`config.mk`:
```
export PLATFORM = sky130hd
export DESIGN_NAME = seq_divider_flat
export DESIGN_NICKNAME = d
export VERILOG_FILES = /design/src/rtl/seq_divider_if.sv /design/src/rtl/seq_divider.sv /design/src/flat_wrapper.sv
export SDC_FILE = /design/constraint.sdc
export NUM_CORES = 1
export LEC_CHECK = 0
export CORE_MARGIN = 4
export CORE_UTILIZATION = 50
export DETAILED_ROUTE_END_ITERATION = 16
export PLACE_DENSITY_LB_ADDON = 0.1
export SLEW_MARGIN = 0
export SYNTH_ARGS = -nofsm -noshare
export SYNTH_HDL_FRONTEND = slang
export SYNTH_SLANG_ARGS = --single-unit
```
`constraint.sdc`:
```
create_clock -name clk -period 4.2 [get_ports clk]
set_input_delay 0.84 -clock clk [delete_from_list [all_inputs] [get_ports clk]]
set_output_delay 0.84 -clock clk [all_outputs]
set_load 0.005 [all_outputs]
```
`src/rtl/seq_divider_if.sv`:
```
// Start/done handshake and operand/result bus for the sequential divider.
interface seq_divider_if #(
  parameter int len = 8
);
  logic             start;
  logic [2*len-1:0] A;
  logic [len-1:0]   B;
  logic             busy;
  logic             done;
  logic [len-1:0]   Q;
  logic [len-1:0]   R;
  logic             ovf;

  modport master (output start, A, B, input busy, done, Q, R, ovf);
  modport slave  (input start, A, B, output busy, done, Q, R, ovf);
endinterface

```
`src/rtl/seq_divider.sv`:
```
// Iterative radix-2 restoring divider: 2*len-bit dividend by len-bit divisor,
// one quotient bit per clock, start/done handshake, result held until next completion.
module seq_divider #(
  parameter int len = 8
) (
  input  logic           clk,
  input  logic           rst_n,
  seq_divider_if.slave   bus
);
  localparam int CW = $clog2(len + 1);

  typedef enum logic [1:0] {IDLE, CALC, OVF} state_t;

  state_t          state, state_next;
  // Partial remainder is kept len bits wide: it is always < B, so the extra
  // comparison bit only exists in the shifted trial value t below.
  logic [len-1:0]  pr, pr_next;
  logic [len-1:0]  s, s_next;
  logic [len-1:0]  b_reg, b_next;
  logic [CW-1:0]   cnt, cnt_next;
  logic [len-1:0]  q_reg, q_next;
  logic [len-1:0]  r_reg, r_next;
  logic            ovf_reg, ovf_next;
  logic            done_reg, done_next;
  logic [len:0]    t;
  logic            qbit;

  // State and datapath registers, asynchronously cleared.
  always_ff @(posedge clk or negedge rst_n) begin
    if (!rst_n) begin
      state    <= IDLE;
      pr       <= '0;
      s        <= '0;
      b_reg    <= '0;
      cnt      <= '0;
      q_reg    <= '0;
      r_reg    <= '0;
      ovf_reg  <= 1'b0;
      done_reg <= 1'b0;
    end else begin
      state    <= state_next;
      pr       <= pr_next;
      s        <= s_next;
      b_reg    <= b_next;
      cnt      <= cnt_next;
      q_reg    <= q_next;
      r_reg    <= r_next;
      ovf_reg  <= ovf_next;
      done_reg <= done_next;
    end
  end

  // Next-state, iteration step and result capture.
  always_comb begin
    state_next = state;
    pr_next    = pr;
    s_next     = s;
    b_next     = b_reg;
    cnt_next   = cnt;
    q_next     = q_reg;
    r_next     = r_reg;
    ovf_next   = ovf_reg;
    done_next  = 1'b0;
    t          = {pr, s[len-1]};
    qbit       = (t >= {1'b0, b_reg});

    unique case (state)
      IDLE: begin
        if (bus.start) begin
          b_next = bus.B;
          if (bus.A[2*len-1:len] >= bus.B) begin
            state_next = OVF;
          end else begin
            pr_next    = bus.A[2*len-1:len];
            s_next     = bus.A[len-1:0];
            cnt_next   = CW'(len);
            state_next = CALC;
          end
        end
      end
      CALC: begin
        pr_next  = qbit ? len'(t - {1'b0, b_reg}) : t[len-1:0];
        s_next   = {s[len-2:0], qbit};
        cnt_next = cnt - CW'(1);
        if (cnt == CW'(1)) begin
          q_next     = s_next;
          r_next     = pr_next;
          ovf_next   = 1'b0;
          done_next  = 1'b1;
          state_next = IDLE;
        end
      end
      OVF: begin
        q_next     = '1;
        r_next     = '0;
        ovf_next   = 1'b1;
        done_next  = 1'b1;
        state_next = IDLE;
      end
      default: state_next = IDLE;
    endcase
  end

  assign bus.busy = (state != IDLE);
  assign bus.done = done_reg;
  assign bus.Q    = q_reg;
  assign bus.R    = r_reg;
  assign bus.ovf  = ovf_reg;
endmodule

```
`src/flat_wrapper.sv`:
```
// flat-port wrapper written by rule: the top's interface ports become plain ports
module seq_divider_flat 
#(
  parameter int len = 8
)
  (clk, rst_n, bus_start, bus_A, bus_B, bus_busy, bus_done, bus_Q, bus_R, bus_ovf);
  seq_divider_if #(.len(len)) bus_i ();
  input  logic clk;
  input  logic rst_n;
  input wire logic [$bits(bus_i.start)-1:0] bus_start;
  input wire logic [$bits(bus_i.A)-1:0] bus_A;
  input wire logic [$bits(bus_i.B)-1:0] bus_B;
  output wire logic [$bits(bus_i.busy)-1:0] bus_busy;
  output wire logic [$bits(bus_i.done)-1:0] bus_done;
  output wire logic [$bits(bus_i.Q)-1:0] bus_Q;
  output wire logic [$bits(bus_i.R)-1:0] bus_R;
  output wire logic [$bits(bus_i.ovf)-1:0] bus_ovf;
  assign bus_i.start = bus_start;
  assign bus_i.A = bus_A;
  assign bus_i.B = bus_B;
  assign bus_busy = bus_i.busy;
  assign bus_done = bus_i.done;
  assign bus_Q = bus_i.Q;
  assign bus_R = bus_i.R;
  assign bus_ovf = bus_i.ovf;
  seq_divider #(.len(len)) u_core (.clk(clk), .rst_n(rst_n), .bus(bus_i));
endmodule
```
==> out/summary.txt, run 1 <==
Antenna Diode Count - 0
Global placement routability congestion - 0.8662
Die W - 84.80 microns
# rows - 27
Residual DRC count - 0
R2r setup slk - 1.52 ns
Grt ovf - 0
First-pass GRT wire length - 11,470 microns
Crit path max fanout - 19
Peak Freq - 0.3256 GHz
Design Power - 2.711 mW
Setup Buffers After CTS - 0
Die ar. - 0.007191 sq mm
Finish-stage setup viols - 0
Post-synth top area cell - dfrtp_1
NumNets Final - 398
CP cell instances - clkdlybuf4s50_1 > inv_1 > ha_1 > nand2b_4 > a2111oi_4 > o2111ai_1 > o211a_1 > buf_4 > a21oi_1 > o21ai_1
Top cell type's share of synthesized area - 40.73%
Seq/Total Area, Yosys - 40.73%
Max-Cap Viols - 0
Post-Route Skew - 0.005220 ns
PostCTS Resize Cnt - 0
WL final - 6678 microns
Clk pin slew, worst setup/hold paths - 0.10 ns
GRT Total Usage - 19.48%
Critical-path top delay cell - clkdlybuf4s50_1
Final min period - 3.072 ns
RSZ-0062 raised after global routing - false
Core Area - 0.005608 sq mm
Synth warnings - 0
Via-to-Cell Ratio - 5.555
Top post-synthesis cells by count - dfrtp_1 (48), nand2_1 (47), inv_1 (30)
FF+latch count, synth - 48
Worst VDD drop - 0.3396 mV
Synth Instances - 308
Wire per inst - 15.82 microns
Final Hold Viols - 0
Combined buffer and inverter count along the critical path - 3
Worst hold-check path type - input pin to async pin
Initial Utilization - 52.59%
Die height - 84.80 microns
FF-to-FF Start - u_core.state[0]
Leak Pwr - 1.572 nW
Top-count cell post-synth - dfrtp_1
WP data arrival - 3.27 ns
Ranking of synthesized cells by area - dfrtp_1 (41%), ha_1 (8.9%), nand2_1 (6.0%)
WP data required - 4.40 ns
CP startpoint kind - input pin
Crit path kind - input pin to register
Status - complete, no violations
Crit path capture type - register
Final core utilization - 62.92%
R2r worst-path depth - 9
Max-slew violations - 0
Detailed Place HPWL - 5129 microns
Worst slew margin - 24.66%
Initial antenna violation count - 0
Avg Synthesized Cell Area - 9.575 sq um
TritonCTS sink count - 48
Boundary pin count - 46
Async set or reset register ratio after synthesis - 100.0%
Worst-Skew Late Latency - 0.30 ns
Number of antenna-violating nets in the routed design - 0
Ys flop type - dfrtp_1
Setup TNS - 0 ns
Worst r2r dst - u_core.s[2]
Mapped Area - 0.002949 sq mm
CTS Hold Bufs - 0
Netlist cell types - 55
First-pass DRT Iterations - 5
TritonCTS buffer count - 5
EDFF count, synth - 0
Largest net degree at the start of global routing - 45
PwrDens - 768.4 mW/mm^2
Layout cells sized above 1 - 8.000%
Post-synth net total - 357
Top delay family on crit path - compound AO/OA/AOI/OAI gates
Vias - 2,344
Buffers on Ports - 45
Final period util - 73.13%
Critical Path Max Stage Delay - 0.46 ns
CTS tree - built
DR iter-0 viols - 162
CTS Buffer Depth - 2
Slew of the pin with the lowest slew margin - 1.123 ns
Hold slack - 0.3225 ns
CTS root buf - clkbuf_8
Area grow syn2layout - 19.64%
H-tree lvl count - 2
Number of global-route vias before repair - 2,312
==> final cells by class <==
| class | count | area [sq um] |
|---|---|---|
| Clock buffer | 5 | 68.82 |
| Fill cell | 505 | 2079 |
| Tap cell | 72 | 90.09 |
| Timing Repair Buffer | 48 | 467.9 |
| Multi-Input combinational cell | 216 | 1540 |
| Sequential cell | 48 | 1201 |
| Clock inverter | 3 | 47.55 |
| Inverter | 30 | 112.6 |
==> stage by stage <==
step                worst slack [ns]  cells  area (sq um)
floorplan                      1.720    308          2949
global placement              0.8471    414          3412
detailed placement            0.8096    414          3412
CTS                            1.140    422          3528
global route                  0.9694    422          3528
finish                         1.129    422          3528
==> worst max path at each step <==
stage	startpoint	endpoint	slack, ns	depth (start not counted)
after floorplan	bus_A[8]	u_core.cnt[1]	1.72	10
after global placement	bus_A[8]	u_core.pr[0]	0.85	10
after detailed placement	bus_A[8]	u_core.pr[0]	0.81	10
after CTS	bus_A[8]	u_core.pr[0]	1.14	10
after global routing	bus_A[8]	u_core.pr[0]	0.97	10
final	bus_A[8]	u_core.pr[0]	1.13	10
==> cells by family (layout without fill, tap and decap cells) <==
logic type	Yosys count	in the layout	synth area share (%)
and+or+nand+nor	86	86	14.04
AOI/OAI and AO/OA	96	96	24.57
xor gates and xnor gates	2	2	0.5941
adders and majority gates	22	22	9.588
muxes	10	10	3.437
DFF	48	48	40.73
buffers and inverters	44	86	7.043
==> layout by cell type, fill, tap and decap left out, types with 4 or more instances in the layout <==
| master | instances |
|---|---|
| clkdlybuf4s50_1 | 44 |
| nor2_1 | 12 |
| o221ai_2 | 5 |
| a21oi_1 | 17 |
| mux2i_1 | 9 |
| nor3_1 | 4 |
| clkbuf_8 | 5 |
| inv_1 | 30 |
| nand3_1 | 4 |
| nor2b_1 | 4 |
| o211ai_1 | 4 |
| o21ai_1 | 12 |
| ha_1 | 21 |
| nand2_1 | 47 |
| a221o_1 | 7 |
| dfrtp_1 | 48 |
| o21ai_0 | 18 |
==> metal layers <==
layer / share of wire (%) / vias to the layer above / global-route usage, %
li1: - / 1181 / -
met1: 48 / 1096 / 28.12
met2: 45 / 62 / 31.03
met3: 5.3 / 5 / 2.846
met4: 0.87 / 0 / 4.317
met5: 0 / - / 0
==> report_power, final <==
group | total (mW) | internal (mW) | switching (mW)
Combinational | 1.57 | 0.680 | 0.886
Sequential | 0.796 | 0.648 | 0.148
Clock | 0.349 | 0.180 | 0.169
Total | 2.71 | 1.51 | 1.20
No activity file was read; power rests on OpenSTA's default activity.
==> inputs of run 2 (changes only) <==
Settings changed: CORE_UTILIZATION 50 to 49.
Clock period 4.2 ns to 2.63 ns, I/O delays scaled along.
==> run 2 against run 1 <==
Compared with the run above:
- worst hold slack worse by 0.090 ns
- cell area up 3.9%
- first-iteration DRC count up 32%
- critical path type unchanged
- critical endpoint unchanged
- largest cell class unchanged
- largest power group unchanged
==> out/summary.txt, run 2 (synthesis gave the netlist of run 1 again) <==
Status - complete, no violations
WL final - 6704 microns
Slew of the pin with the lowest slew margin - 1.120 ns
Buffers on Ports - 45
RSZ-0062 raised after global routing - false
NumNets Final - 412
Worst-Skew Late Latency - 0.30 ns
Wire per inst - 15.38 microns
Core Area - 0.005675 sq mm
Filler cells - 517
Die ar. - 0.007324 sq mm
CTS Hold Bufs - 0
Setup Buffers After CTS - 0
Routed wl met3 - 325 microns
Post-Route Skew - 0.008756 ns
Clk pin slew, worst setup/hold paths - 0.09 ns
Flip-flop and latch area - 0.001201 sq mm
Layout cells sized above 1 - 11.54%
Worst hold-check path type - input pin to async pin
Final min period - 2.448 ns
WP data required - 2.81 ns
Final period util - 93.09%
Die height - 85.58 microns
Max-Cap Viols - 0
Detailed Place HPWL - 5317 microns
Area occupied by multi-input gates - 0.001540 sq mm
Setup Slack @ Placement - -0.1185 ns
Largest net degree at the start of global routing - 33
Setup ws final - 0.1818 ns
CTS root buf - clkbuf_8
PwrDens - 1233 mW/mm^2
Crit path capture type - register
Initial antenna violation count - 0
CP cell instances - clkdlybuf4s50_1 > inv_1 > ha_1 > nand2b_4 > a2111oi_4 > o2111ai_1 > o211a_1 > buf_12 > a21oi_1 > o21ai_1
Area grow syn2layout - 24.35%
Critical Path Max Stage Delay - 0.45 ns
Finish-stage setup viols - 0
Vias - 2,396
Max layer used - met4
Final Hold Viols - 0
Number of global-route vias before repair - 2,276
TritonCTS buffer count - 5
Max-slew violations - 0
Grt ovf - 0
CP startpoint kind - input pin
Leak Pwr - 1.655 nW
Design Power - 4.522 mW
WP data arrival - 2.63 ns
H-tree lvl count - 2
DR iter-0 viols - 214
Crit path kind - input pin to register
WL met2 - 3067 microns
Crit path max fanout - 32
First-pass GRT wire length - 11,250 microns
Number of antenna-violating nets in the routed design - 0
First-pass DRT Iterations - 4
TritonCTS sink count - 48
Antenna Diode Count - 0
Initial Utilization - 51.96%
Worst slew margin - 24.85%
Commonest non-fill, non-tap cells in the layout - dfrtp_1 (48), nand2_1 (47), clkdlybuf4s50_1 (44)
CTS tree - built
CTS Buffer Depth - 2
Peak Freq - 0.4085 GHz
Most common cell after layout, fill and taps aside - dfrtp_1
# rows - 27
Critical-path top delay cell - clkdlybuf4s50_1
PostCTS Resize Cnt - 0
Boundary pin count - 46
GRT Total Usage - 19.05%
Worst VDD drop - 0.4986 mV
Residual DRC count - 0
Met1 wire length - 3236 microns
Global placement routability congestion - 0.8477
Die W - 85.58 microns
Via-to-Cell Ratio - 5.495
==> run 2: cell types whose count changed in the layout (fill, tap and decap cells not counted), sizes merged <==
cell    delta
buf       +14
bufinv     +1
clkinv     -2
inv        +1
==> run 2: metrics by stage <==
stage / instance area [sq um] / utilization (%) / TNS, ns / std cells / hold slack (ns)
floorplan: 2949 / - / 0 / 308 / 0.2304
global placement: 3530 / 62.19 / -0.8466 / 428 / 0.4591
detailed placement: 3530 / 62.19 / -1.090 / 428 / 0.4638
CTS: 3667 / 64.62 / 0 / 436 / 0.2464
global route: 3667 / 64.62 / 0 / 436 / 0.2681
finish: 3667 / 64.62 / 0 / 436 / 0.2327
==> run 2: final cells by class <==
| type | instances | share of cell area (%) |
|---|---|---|
| Multi-Input combinational cell | 216 | 42.00 |
| Sequential cell | 48 | 32.75 |
| Timing Repair Buffer | 62 | 15.97 |
| Inverter | 30 | 3.071 |
| Tap cell | 72 | 2.456 |
| Clock buffer | 5 | 1.876 |
| Clock inverter | 3 | 1.876 |
==> run 2: path summary, 6_finish.rpt <==
check,from,to,slack [ns],depth (start not counted)
max in group asynchronous,rst_n,u_core.state[1],1.78,2
worst min-delay path,rst_n,u_core.bus.R[1],0.23,1
worst min register to register,u_core.bus.R[7],u_core.bus.R[7],0.48,2
min in group clk,u_core.bus.R[7],u_core.bus.R[7],0.48,2
worst max register to register,u_core.pr[4],u_core.pr[3],0.33,7
worst max-delay path,bus_A[8],u_core.pr[0],0.18,10
==> run 2: layer usage <==
metal | vias to the layer above | GRT usage [%]
li1 | 1206 | -
met1 | 1133 | 27.14
met2 | 50 | 30.44
met3 | 7 | 3.074
met4 | 0 | 4.460
met5 | - | 0
==> run 2: critical path: cells and delay by family <==
kind	cells	cell delay [ns]
buffers and inverters	3	0.69
adder cells (fa/ha/maj)	1	0.26
AO/OA/AOI/OAI	5	0.99
AND/OR/NAND/NOR	1	0.15
==> run 2: where the power goes <==
group	leakage (nW)	internal (mW)	switching, mW	total, mW
Sequential	0.605	1.04	0.237	1.27
Combinational	0.981	1.15	1.46	2.61
Clock	0.0687	0.383	0.255	0.638
Total	1.65	2.57	1.95	4.52
==> inputs of run 3 (changes only) <==
Settings changed: ABC_AREA set to 0.
==> results of run 3 <==
Final layout, timing and power as in run 2 (identical DEF).
